**src/rtl/usb_in_pkg.sv**
```systemverilog
// Shared definitions for the multi-endpoint USB IN FIFO: width helper and transaction FSM states.
package usb_in_pkg;

  function automatic int ceil_log2(input int v);
    int r;
    r = 0;
    for (int i = 0; i < 31; i++) begin
      if ((1 << i) < v) r = i + 1;
    end
    return r;
  endfunction

  typedef enum logic [1:0] {
    ST_IDLE   = 2'd0,
    ST_DATA   = 2'd1,
    ST_STATUS = 2'd2
  } in_state_e;

endpackage

```
**src/rtl/in_fifo_chan.sv**
```systemverilog
// One IN byte queue: write port from the application, committed read pointer advanced on ACK,
// asynchronous read at an externally supplied (speculative) address.
module in_fifo_chan #(
  parameter int DEPTH = 16,
  parameter int PTR_W = 5
) (
  input  logic             clk_i,
  input  logic             rstn_i,
  input  logic             wr_en_i,
  input  logic [7:0]       wr_data_i,
  input  logic             cmt_en_i,
  input  logic [PTR_W-1:0] cmt_ptr_i,
  input  logic [PTR_W-2:0] rd_addr_i,
  output logic [7:0]       rd_data_o,
  output logic [PTR_W-1:0] wr_ptr_o,
  output logic [PTR_W-1:0] cmt_ptr_o,
  output logic             empty_o,
  output logic             full_o
);

  localparam logic [PTR_W-1:0] DEPTH_L = PTR_W'(DEPTH);

  logic [7:0]       mem [DEPTH];
  logic [PTR_W-1:0] wr_ptr;
  logic [PTR_W-1:0] cmt_ptr;
  logic [PTR_W-1:0] level;
  logic             wr_fire;

  // Un-ACKed bytes still count toward the level, so space is freed only on commit.
  assign level   = wr_ptr - cmt_ptr;
  assign empty_o = (level == '0);
  assign full_o  = (level == DEPTH_L);
  assign wr_fire = wr_en_i & ~full_o;

  always_ff @(posedge clk_i or negedge rstn_i) begin
    if (!rstn_i) begin
      wr_ptr  <= '0;
      cmt_ptr <= '0;
    end else begin
      if (wr_fire)  wr_ptr  <= wr_ptr + 1'b1;
      if (cmt_en_i) cmt_ptr <= cmt_ptr_i;
    end
  end

  always_ff @(posedge clk_i) begin
    if (wr_fire) mem[wr_ptr[PTR_W-2:0]] <= wr_data_i;
  end

  assign rd_data_o = mem[rd_addr_i];
  assign wr_ptr_o  = wr_ptr;
  assign cmt_ptr_o = cmt_ptr;

endmodule

```
**src/rtl/in_fifo_mc.sv**
```systemverilog
// Multi-endpoint USB full-speed IN FIFO: per-endpoint queues drained one packet per IN
// transaction, with bytes released on host ACK and rolled back on retry.
module in_fifo_mc
  import usb_in_pkg::*;
#(
  parameter int IN_CHANNELS      = 2,
  parameter int IN_MAXPACKETSIZE = 8,
  parameter int IN_FIFO_DEPTH    = 16,
  localparam int EP_W = (IN_CHANNELS > 1) ? ceil_log2(IN_CHANNELS) : 1
) (
  input  logic                     clk_i,
  input  logic                     rstn_i,
  input  logic [8*IN_CHANNELS-1:0] app_in_data_i,
  input  logic [IN_CHANNELS-1:0]   app_in_valid_i,
  output logic [IN_CHANNELS-1:0]   app_in_ready_o,
  output logic [IN_CHANNELS-1:0]   in_empty_o,
  output logic [IN_CHANNELS-1:0]   in_full_o,
  input  logic [EP_W-1:0]          in_endp_i,
  input  logic                     in_req_i,
  output logic [7:0]               in_data_o,
  output logic                     in_valid_o,
  input  logic                     in_ready_i,
  input  logic                     in_data_ack_i,
  output in_state_e                state_o
);

  // Handshake: a byte moves to the SIE on a cycle where in_valid_o and in_ready_i are both
  // high; the application side moves a byte when app_in_valid_i[c] and app_in_ready_o[c] are high.

  localparam int PTR_W = ceil_log2(IN_FIFO_DEPTH) + 1;
  localparam int AW    = PTR_W - 1;
  localparam int NEP   = 1 << EP_W;
  localparam int CNT_W = ceil_log2(IN_MAXPACKETSIZE + 1);

  localparam logic [EP_W:0]    EP_LIM = (EP_W + 1)'(IN_CHANNELS);
  localparam logic [CNT_W-1:0] MAXP_L = CNT_W'(IN_MAXPACKETSIZE);

  in_state_e        state, state_d;
  logic             in_req_q;
  logic             req_rise, req_fall;
  logic             load;
  logic             ack_commit;
  logic [EP_W-1:0]  ep;
  logic [PTR_W-1:0] spec;
  logic [CNT_W-1:0] cnt;
  logic             ep_ok;
  logic             rd_fire;

  logic [PTR_W-1:0] wr_a  [NEP];
  logic [PTR_W-1:0] cmt_a [NEP];
  logic [7:0]       rd_a  [NEP];

  assign req_rise   = in_req_i & ~in_req_q;
  assign req_fall   = ~in_req_i & in_req_q;
  assign ack_commit = (state == ST_STATUS) & in_data_ack_i;
  assign ep_ok      = ({1'b0, ep} < EP_LIM);

  // Table slots beyond IN_CHANNELS read as an empty queue; ep_ok also masks them.
  for (genvar c = 0; c < NEP; c++) begin : g_chan
    if (c < IN_CHANNELS) begin : g_real
      logic cmt_en;
      assign cmt_en = ack_commit & (ep == EP_W'(c));

      in_fifo_chan #(
        .DEPTH (IN_FIFO_DEPTH),
        .PTR_W (PTR_W)
      ) u_chan (
        .clk_i     (clk_i),
        .rstn_i    (rstn_i),
        .wr_en_i   (app_in_valid_i[c]),
        .wr_data_i (app_in_data_i[8*c +: 8]),
        .cmt_en_i  (cmt_en),
        .cmt_ptr_i (spec),
        .rd_addr_i (spec[AW-1:0]),
        .rd_data_o (rd_a[c]),
        .wr_ptr_o  (wr_a[c]),
        .cmt_ptr_o (cmt_a[c]),
        .empty_o   (in_empty_o[c]),
        .full_o    (in_full_o[c])
      );

      assign app_in_ready_o[c] = ~in_full_o[c];
    end else begin : g_pad
      assign rd_a[c]  = '0;
      assign wr_a[c]  = '0;
      assign cmt_a[c] = '0;
    end
  end

  assign in_valid_o = (state == ST_DATA) & ep_ok & (spec != wr_a[ep]) & (cnt < MAXP_L);
  assign in_data_o  = in_valid_o ? rd_a[ep] : 8'h00;
  assign rd_fire    = in_valid_o & in_ready_i;
  assign state_o    = state;

  always_comb begin
    state_d = state;
    load    = 1'b0;
    case (state)
      ST_IDLE: begin
        if (req_rise) begin
          state_d = ST_DATA;
          load    = 1'b1;
        end
      end
      ST_DATA: begin
        if (req_fall) state_d = ST_STATUS;
      end
      ST_STATUS: begin
        // A new token without an ACK is a retry: reload from the committed pointer.
        if (in_data_ack_i) begin
          state_d = ST_IDLE;
        end else if (req_rise) begin
          state_d = ST_DATA;
          load    = 1'b1;
        end
      end
      default: state_d = ST_IDLE;
    endcase
  end

  always_ff @(posedge clk_i or negedge rstn_i) begin
    if (!rstn_i) begin
      state    <= ST_IDLE;
      in_req_q <= 1'b0;
    end else begin
      state    <= state_d;
      in_req_q <= in_req_i;
    end
  end

  always_ff @(posedge clk_i or negedge rstn_i) begin
    if (!rstn_i) begin
      ep   <= '0;
      spec <= '0;
      cnt  <= '0;
    end else if (load) begin
      ep   <= in_endp_i;
      spec <= cmt_a[in_endp_i];
      cnt  <= '0;
    end else if (rd_fire) begin
      spec <= spec + 1'b1;
      cnt  <= cnt + 1'b1;
    end
  end

endmodule
```
**config.mk**
```make
export PLATFORM = sky130hd
export DESIGN_NAME = in_fifo_mc
export DESIGN_NICKNAME = d
export VERILOG_FILES = /design/src/rtl/usb_in_pkg.sv /design/src/rtl/in_fifo_chan.sv /design/src/rtl/in_fifo_mc.sv
export SDC_FILE = /design/constraint.sdc
export NUM_CORES = 1
export LEC_CHECK = 0
export CORE_ASPECT_RATIO = 0.7
export CORE_UTILIZATION = 45
export CTS_CLUSTER_DIAMETER = 60
export DETAILED_ROUTE_END_ITERATION = 7
export GPL_TIMING_DRIVEN = 0
export SETUP_SLACK_MARGIN = 0.3
export SLEW_MARGIN = 25
export SYNTH_ARGS = -nofsm -noshare
export SYNTH_HDL_FRONTEND = slang
export SYNTH_SLANG_ARGS = --single-unit
```
**constraint.sdc**
```tcl
create_clock -name clk_i -period 4.2 [get_ports clk_i]
set_input_delay 0.84 -clock clk_i [delete_from_list [all_inputs] [get_ports clk_i]]
set_output_delay 0.84 -clock clk_i [all_outputs]
set_load 0.01 [all_outputs]
```
==> impl_metrics.csv, run 1 <==
group,metric,value,unit
run_status,status,"completed",
die,start_util,0.465,
logic_synthesis,seq_area_frac_synth,0.703,
sta,hold_viol,0,
die,die_width,198,µm
die,ios,41,
setup_path,path_depth,7,
routing,avgViaCountPerCell,5.67,
clock_tree,cts_tree,"yes",
setup_path,cp_cell_sequence,"buf_6, buf_12, mux4_2, mux2i_1, a22oi_1, and3_1, clkdlybuf4s50_1",
grt,antenna_found_initial,0,
place,numPortBuffers,38,
final_layout,syn_to_final_growth,17.0,%
logic_synthesis,synth_seq_cells,289,
setup_path,path_buf_inv,3,
setup_path,cpPeakStageDelay,0.57,ns
power_and_ir_drop,leakagePower,5.02,nW
final_layout,diodes,0,
clock_tree,clk_pin_slew,0.06,ns
logic_synthesis,postSynthCellCount,665,
clock_tree,clkLatencyLatePin,0.56,ns
final_layout,final_cell_mix,"edfxtp_1 (256), mux4_2 (64), and3_1 (39)",
logic_synthesis,async_flop_share,0.114,
job,maxCapViolCount,0,
logic_synthesis,synth_enable_flop_cells,256,
final_layout,postLayoutCellArea,14200,µm²
final_layout,multiInputGateArea,3420,µm²
grt,grt_pass1_vias,6443,
grt,grt_overflow,0,
sta,worstMarginPinSlew,0.945,ns
setup_path,critPathCaptureType,"output pin",
logic_synthesis,yosysWarnings,0,
setup_path,reg2reg_to,"g_chan[0].g_real.u_chan.mem[7][5]",
logic_synthesis,ys.flop_type,"edfxtp_1",
worst_hold_path,hp-class,"in -> async",
grt,gr-usage-all-layers,0.203,
logic_synthesis,syn_area,12100,µm²
die,core_area,26100,µm²
setup_path,r2r_slack,1.15,ns
final_layout,utilization,0.544,
grt,grt_max_degree,19,
place,dpl_worst_slack,0.218,ns
final_layout,mostFrequentLayoutCell,"edfxtp_1",
final_layout,layout.nets,786,
final_layout,drive_gt1_frac,0.232,
logic_synthesis,avgSynthCellArea,18.2,µm²
sta,finalSetupViolCount,0,
sta,period_share,0.908,
sta,skew,0.0273,ns
setup_path,worstPathMaxFanout,10,
logic_synthesis,syn_nets,707,
sta,slew_viol_final,0,
setup_path,timing.rr.start,"g_chan[0].g_real.u_chan.wr_ptr_o[0]",
clock_tree,cts_sinks,289,
logic_synthesis,synth_cell_types,48,
routing,drt-total-wl,27200,µm
final_layout,seqCellArea,8510,µm²
setup_path,worstRegToRegCells,8,
power_and_ir_drop,power.total,0.00991,W
place,gp_congestion,0.881,
sta,rsz0062_at_grt,"false",
setup_path,start_kind,"register",
clock_tree,htree_levels,1,
die,dieArea,27600,µm²
final_layout,nFillCells,2004,
routing,dr.pass1.iters,5,
routing,drc,0,
sta,layout_setup_ws,0.385,ns
sta,min_period,3.81,ns
power_and_ir_drop,peakVddDrop,0.400,mV
sta,setup_tns,0,ns
setup_path,crit_type,"reg -> out",
clock_tree,cts_buffer_depth,3,
setup_path,cp_slowest_cell,"mux4_2",
routing,vias,6374,
clock_tree,root_buffer,"clkbuf_16",
routing,drtIter0Drc,764,
place,dpl.hpwl,19000,µm
clock_tree,hold_buffers,0,
setup_path,arrival,2.97,ns
die,rows,49,
sta,max_freq,0.262,GHz
die,die_h,139,µm
sta,slew_headroom,0.369,
routing,antenna_left,0,
grt,grt_pass1_wl,40700,µm
clock_tree,cts_buffers,29,
routing,wl_per_cell,24.2,µm
place,placed_area,13000,µm²
power_and_ir_drop,cellPowerDensity,699,nW/µm²
setup_path,crit_start,"spec[0]",
setup_path,required,3.36,ns
setup_path,crit_family,"multiplexers",
==> per-layer routing <==
metal  part of all wire  vias to the layer above  track usage  wire [µm]
li1                   -                     2805            -          -
met1               0.48                     3335        0.328      13100
met2               0.43                      207        0.282      11800
met3              0.073                       27       0.0439       1990
met4              0.013                        0       0.0363        367
met5                  0                        -            0          0
==> stage by stage <==
stage,hold WS (ns),std cells
floorplan,0.437,665
global placement,0.456,1060
detailed placement,0.492,1063
CTS,0.216,1118
global route,0.239,1124
finish,0.226,1124
==> cell families (layout without fill, tap and decap cells) <==
family | Yosys count | in the layout | share of synthesized area
flops | 289 | 289 | 0.703
mux | 108 | 108 | 0.156
compound gates | 46 | 46 | 0.0280
simple gates | 130 | 130 | 0.0600
fa+ha+maj | 18 | 18 | 0.0186
xor+xnor | 19 | 19 | 0.0137
buf+inv | 55 | 157 | 0.0211
==> synthesized netlist by cell type, types with 2 or more instances <==
master      n  share of area
buf_1       3        0.00093
and3_1     40          0.021
mux2_2      7         0.0065
clkbuf_1   16         0.0050
buf_4       7         0.0043
xnor2_1    12         0.0087
nor3_1      3         0.0012
inv_1      16         0.0050
a31oi_1     4         0.0021
edfxtp_1  256           0.63
xor2_1      7         0.0051
nand3_1     5         0.0021
mux4_2     64           0.12
a22oi_1     8         0.0050
o21ai_0    10         0.0041
a21oi_1     5         0.0021
mux2i_1    37          0.031
nor2_1     11         0.0034
buf_2      11         0.0045
nor4bb_1    2         0.0017
nand2_1    32         0.0099
and2_1      6         0.0031
nor2b_1    14         0.0072
a32oi_1     9         0.0065
ha_1       18          0.019
nand2b_1    6         0.0031
nand4_1     2         0.0010
dfrtp_1    33          0.068
or3b_2      2         0.0014
==> timing repair <==
item / in CTS / in global routing
buffers inserted: 1 / 6
hold endpoints to repair: 0 / 0
gates resized for setup: 39 / 26
endpoints found under the setup margin: 10 / 11
pin swaps: 1 / 1
==> state kept, by name, summed over array words and instances (netlist names) <==
register and flops:
spec 5, cnt 4, g_chan.g_real.u_chan.cmt_ptr_o 10, state_o 2
g_chan.g_real.u_chan.mem 256, in_req_q 1, g_chan.g_real.u_chan.wr_ptr_o 10, ep 1
==> worst max-delay path by stage <==
stage               slack (ns)           end
floorplan                 1.46  in_data_o[6]
global placement          0.26  in_data_o[6]
detailed placement        0.22  in_data_o[6]
CTS                       0.27  in_data_o[6]
global route              0.30  in_data_o[6]
finish                    0.39  in_data_o[1]
==> layout make-up <==
type / count / share of cell area
buffer: 39 / 0.0214
clock buffer: 35 / 0.0528
clock inverter: 19 / 0.0148
inverter: 16 / 0.00424
multi-input combinational: 321 / 0.241
sequential: 289 / 0.601
tap: 357 / 0.0315
timing repair buffer: 48 / 0.0337
==> where the power goes <==
| group | leakage, nW | switching [W] | internal, W | total, W |
|---|---|---|---|---|
| Combinational | 1.83 | 0.00192 | 0.00166 | 0.00358 |
| Clock | 0.470 | 0.00107 | 0.00152 | 0.00259 |
| Sequential | 2.72 | 0.000205 | 0.00354 | 0.00374 |
| Total | 5.02 | 0.00320 | 0.00671 | 0.00991 |
Power figures use the tool's default switching activity.
==> inputs of run 2 (changes only) <==
- CORE_MARGIN: not set -> 10
==> run 2 against run 1 <==
Effect of this change: sequential power is essentially flat; die area grew 23%; via count decreased by 0.82%; clock skew decreased by 0.012 ns; clock power fell by 2%; count of clock-buffer cells in the layout shrank 1; sequential cell count is the same; first-iteration DRC count decreased by 25%; worst hold slack gained 0.027 ns; critical endpoint is now in_data_o[4].
==> impl_metrics.csv, run 2 (synthesized netlist as in run 1, its figures left out) <==
group,metric,value,unit
worst_hold_path,hp-class,"in -> async",
setup_path,cp_cell_sequence,"buf_6, buf_12, buf_12, mux4_2, mux2i_4, a32oi_1, and3_1, clkdlybuf4s50_1",
setup_path,crit_end,"in_data_o[4]",
routing,drtIter0Drc,576,
die,start_util,0.455,
setup_path,reg2reg_to,"g_chan[0].g_real.u_chan.mem[7][4]",
routing,wl_per_cell,24.2,µm
setup_path,path_depth,8,
sta,slew_viol_final,0,
clock_tree,cts_sinks,289,
die,dieArea,34000,µm²
clock_tree,hold_buffers,0,
sta,slew_headroom,0.315,
clock_tree,cts_buffer_depth,3,
setup_path,start_kind,"register",
grt,grt_max_degree,18,
grt,antenna_found_initial,0,
routing,drt-total-wl,27200,µm
sta,hold_viol,0,
setup_path,r2r_slack,1.09,ns
sta,layout_setup_ws,0.398,ns
power_and_ir_drop,swShare,0.322,
final_layout,syn_to_final_growth,16.9,%
sta,setup_tns,0,ns
grt,grt_pass1_wl,40700,µm
setup_path,critPathCaptureType,"output pin",
power_and_ir_drop,peakVddDrop,0.407,mV
power_and_ir_drop,clkPwrFrac,0.256,
final_layout,drive_gt1_frac,0.226,
routing,dr.pass1.iters,4,
sta,skew,0.0158,ns
run_status,status,"completed",
final_layout,final_cell_mix,"edfxtp_1 (256), mux4_2 (64), and3_1 (40)",
setup_path,crit_type,"reg -> out",
job,maxCapViolCount,0,
final_layout,utilization,0.531,
routing,dr_wl_met2,12100,µm
routing,antenna_left,0,
setup_path,cpPeakStageDelay,0.56,ns
clock_tree,cts_tree,"yes",
setup_path,cp_slowest_cell,"mux4_2",
routing,vias,6322,
place,numPortBuffers,38,
setup_path,required,3.36,ns
routing,drt-met1-wl,12600,µm
final_layout,instances_no_fill,1124,
place,dpl_worst_slack,0.174,ns
power_and_ir_drop,leakagePower,5.01,nW
clock_tree,root_buffer,"clkbuf_16",
sta,worstMarginPinSlew,1.03,ns
place,gp_congestion,0.873,
clock_tree,clk_pin_slew,0.06,ns
die,die_h,157,µm
setup_path,crit_family,"buffers and inverters",
power_and_ir_drop,pwr-share-seq,0.379,
sta,max_freq,0.263,GHz
setup_path,worstRegToRegCells,7,
grt,gr-usage-all-layers,0.160,
place,dpl.hpwl,18900,µm
place,place_inst,1071,
power_and_ir_drop,intPower,0.00669,W
power_and_ir_drop,power_switching,0.00318,W
routing,drc,0,
setup_path,crit_start,"spec[0]",
grt,grt_overflow,0,
routing,avgViaCountPerCell,5.62,
clock_tree,clkLatencyLatePin,0.54,ns
routing,topRoutingLayerUsed,"met4",
sta,period_share,0.905,
setup_path,crit_path_frequent_cell,"buf_12",
clock_tree,cts_buffers,28,
clock_tree,htree_levels,1,
final_layout,layout.nets,781,
power_and_ir_drop,cellPowerDensity,697,nW/µm²
die,core_area,26700,µm²
final_layout,largest_reg_flops,256,
setup_path,worstPathMaxFanout,10,
setup_path,arrival,2.96,ns
sta,rsz0062_at_grt,"false",
sta,finalSetupViolCount,0,
setup_path,path_buf_inv,4,
final_layout,diodes,0,
power_and_ir_drop,combPwrFrac,0.365,
routing,wl_met3,1970,µm
die,ios,41,
setup_path,timing.rr.start,"g_chan[0].g_real.u_chan.wr_ptr_o[1]",
final_layout,mostFrequentLayoutCell,"edfxtp_1",
grt,grt_pass1_vias,6406,
die,rows,50,
die,die_width,216,µm
sta,min_period,3.80,ns
-- run 2: worst reg2reg max path: cells and delay by family, from the launching register on --
kind,cells,cell delay (ns)
fa+ha+maj,1,0.31
simple gates,3,1.26
flops,1,0.46
compound gates,3,0.70
-- run 2: power groups by stage --
stage	combinational, W	clock (W)	sequential, W
3_3_place_gp	0.00326	0	0.00378
5_1_grt	0.00389	0.00269	0.00378
4_1_cts	0.00353	0.00257	0.00375
2_1_floorplan	0.00226	0	0.00372
6_report	0.00360	0.00253	0.00374
3_5_place_dp	0.00336	0	0.00381
-- run 2: worst min-delay path by stage --
stage                                                      end  cells past startpoint
after floorplan                                         cnt[2]                      1
after global placement                                  cnt[2]                      1
after detailed placement                                cnt[0]                      1
after CTS                 g_chan[1].g_real.u_chan.cmt_ptr_o[4]                      1
after global routing       g_chan[0].g_real.u_chan.wr_ptr_o[4]                      1
final                     g_chan[0].g_real.u_chan.cmt_ptr_o[0]                      1
-- run 2: timing repair --
item                       4_1_cts  5_1_grt
setup buffers                    1        1
setup endpoints to repair        9        9
resized for setup               41       27
pin swaps                        1        1
-- run 2: final cells by class --
type / count / area, µm²
Inverter: 16 / 60.1
Clock inverter: 17 / 186
Fill cell: 2144 / 12500
Timing Repair Buffer: 44 / 450
Tap cell: 364 / 455
Buffer: 39 / 305
Multi-Input combinational cell: 321 / 3450
Sequential cell: 289 / 8510
Clock buffer: 34 / 744
-- run 2: through the flow --
stage / hold WS (ns) / instance area [µm²] / power (W)
6_report: 0.254 / 14200 / 0.00987
2_1_floorplan: 0.437 / 12100 / 0.00598
5_1_grt: 0.265 / 14200 / 0.0104
3_3_place_gp: 0.454 / 13000 / 0.00705
3_5_place_dp: 0.498 / 13000 / 0.00717
4_1_cts: 0.246 / 14100 / 0.00985
-- run 2: layer usage --
metal | vias up | GRT usage
met5 | - | 0
met2 | 224 | 0.239
met1 | 3273 | 0.240
met4 | 0 | 0.0295
met3 | 32 | 0.0307
li1 | 2793 | -
==> inputs of run 3 (changes only) <==
- ABC_CLOCK_PERIOD_IN_PS: not set -> 4200
==> results of run 3 <==
The final DEF is identical to that of run 2; final timing and power are the same.
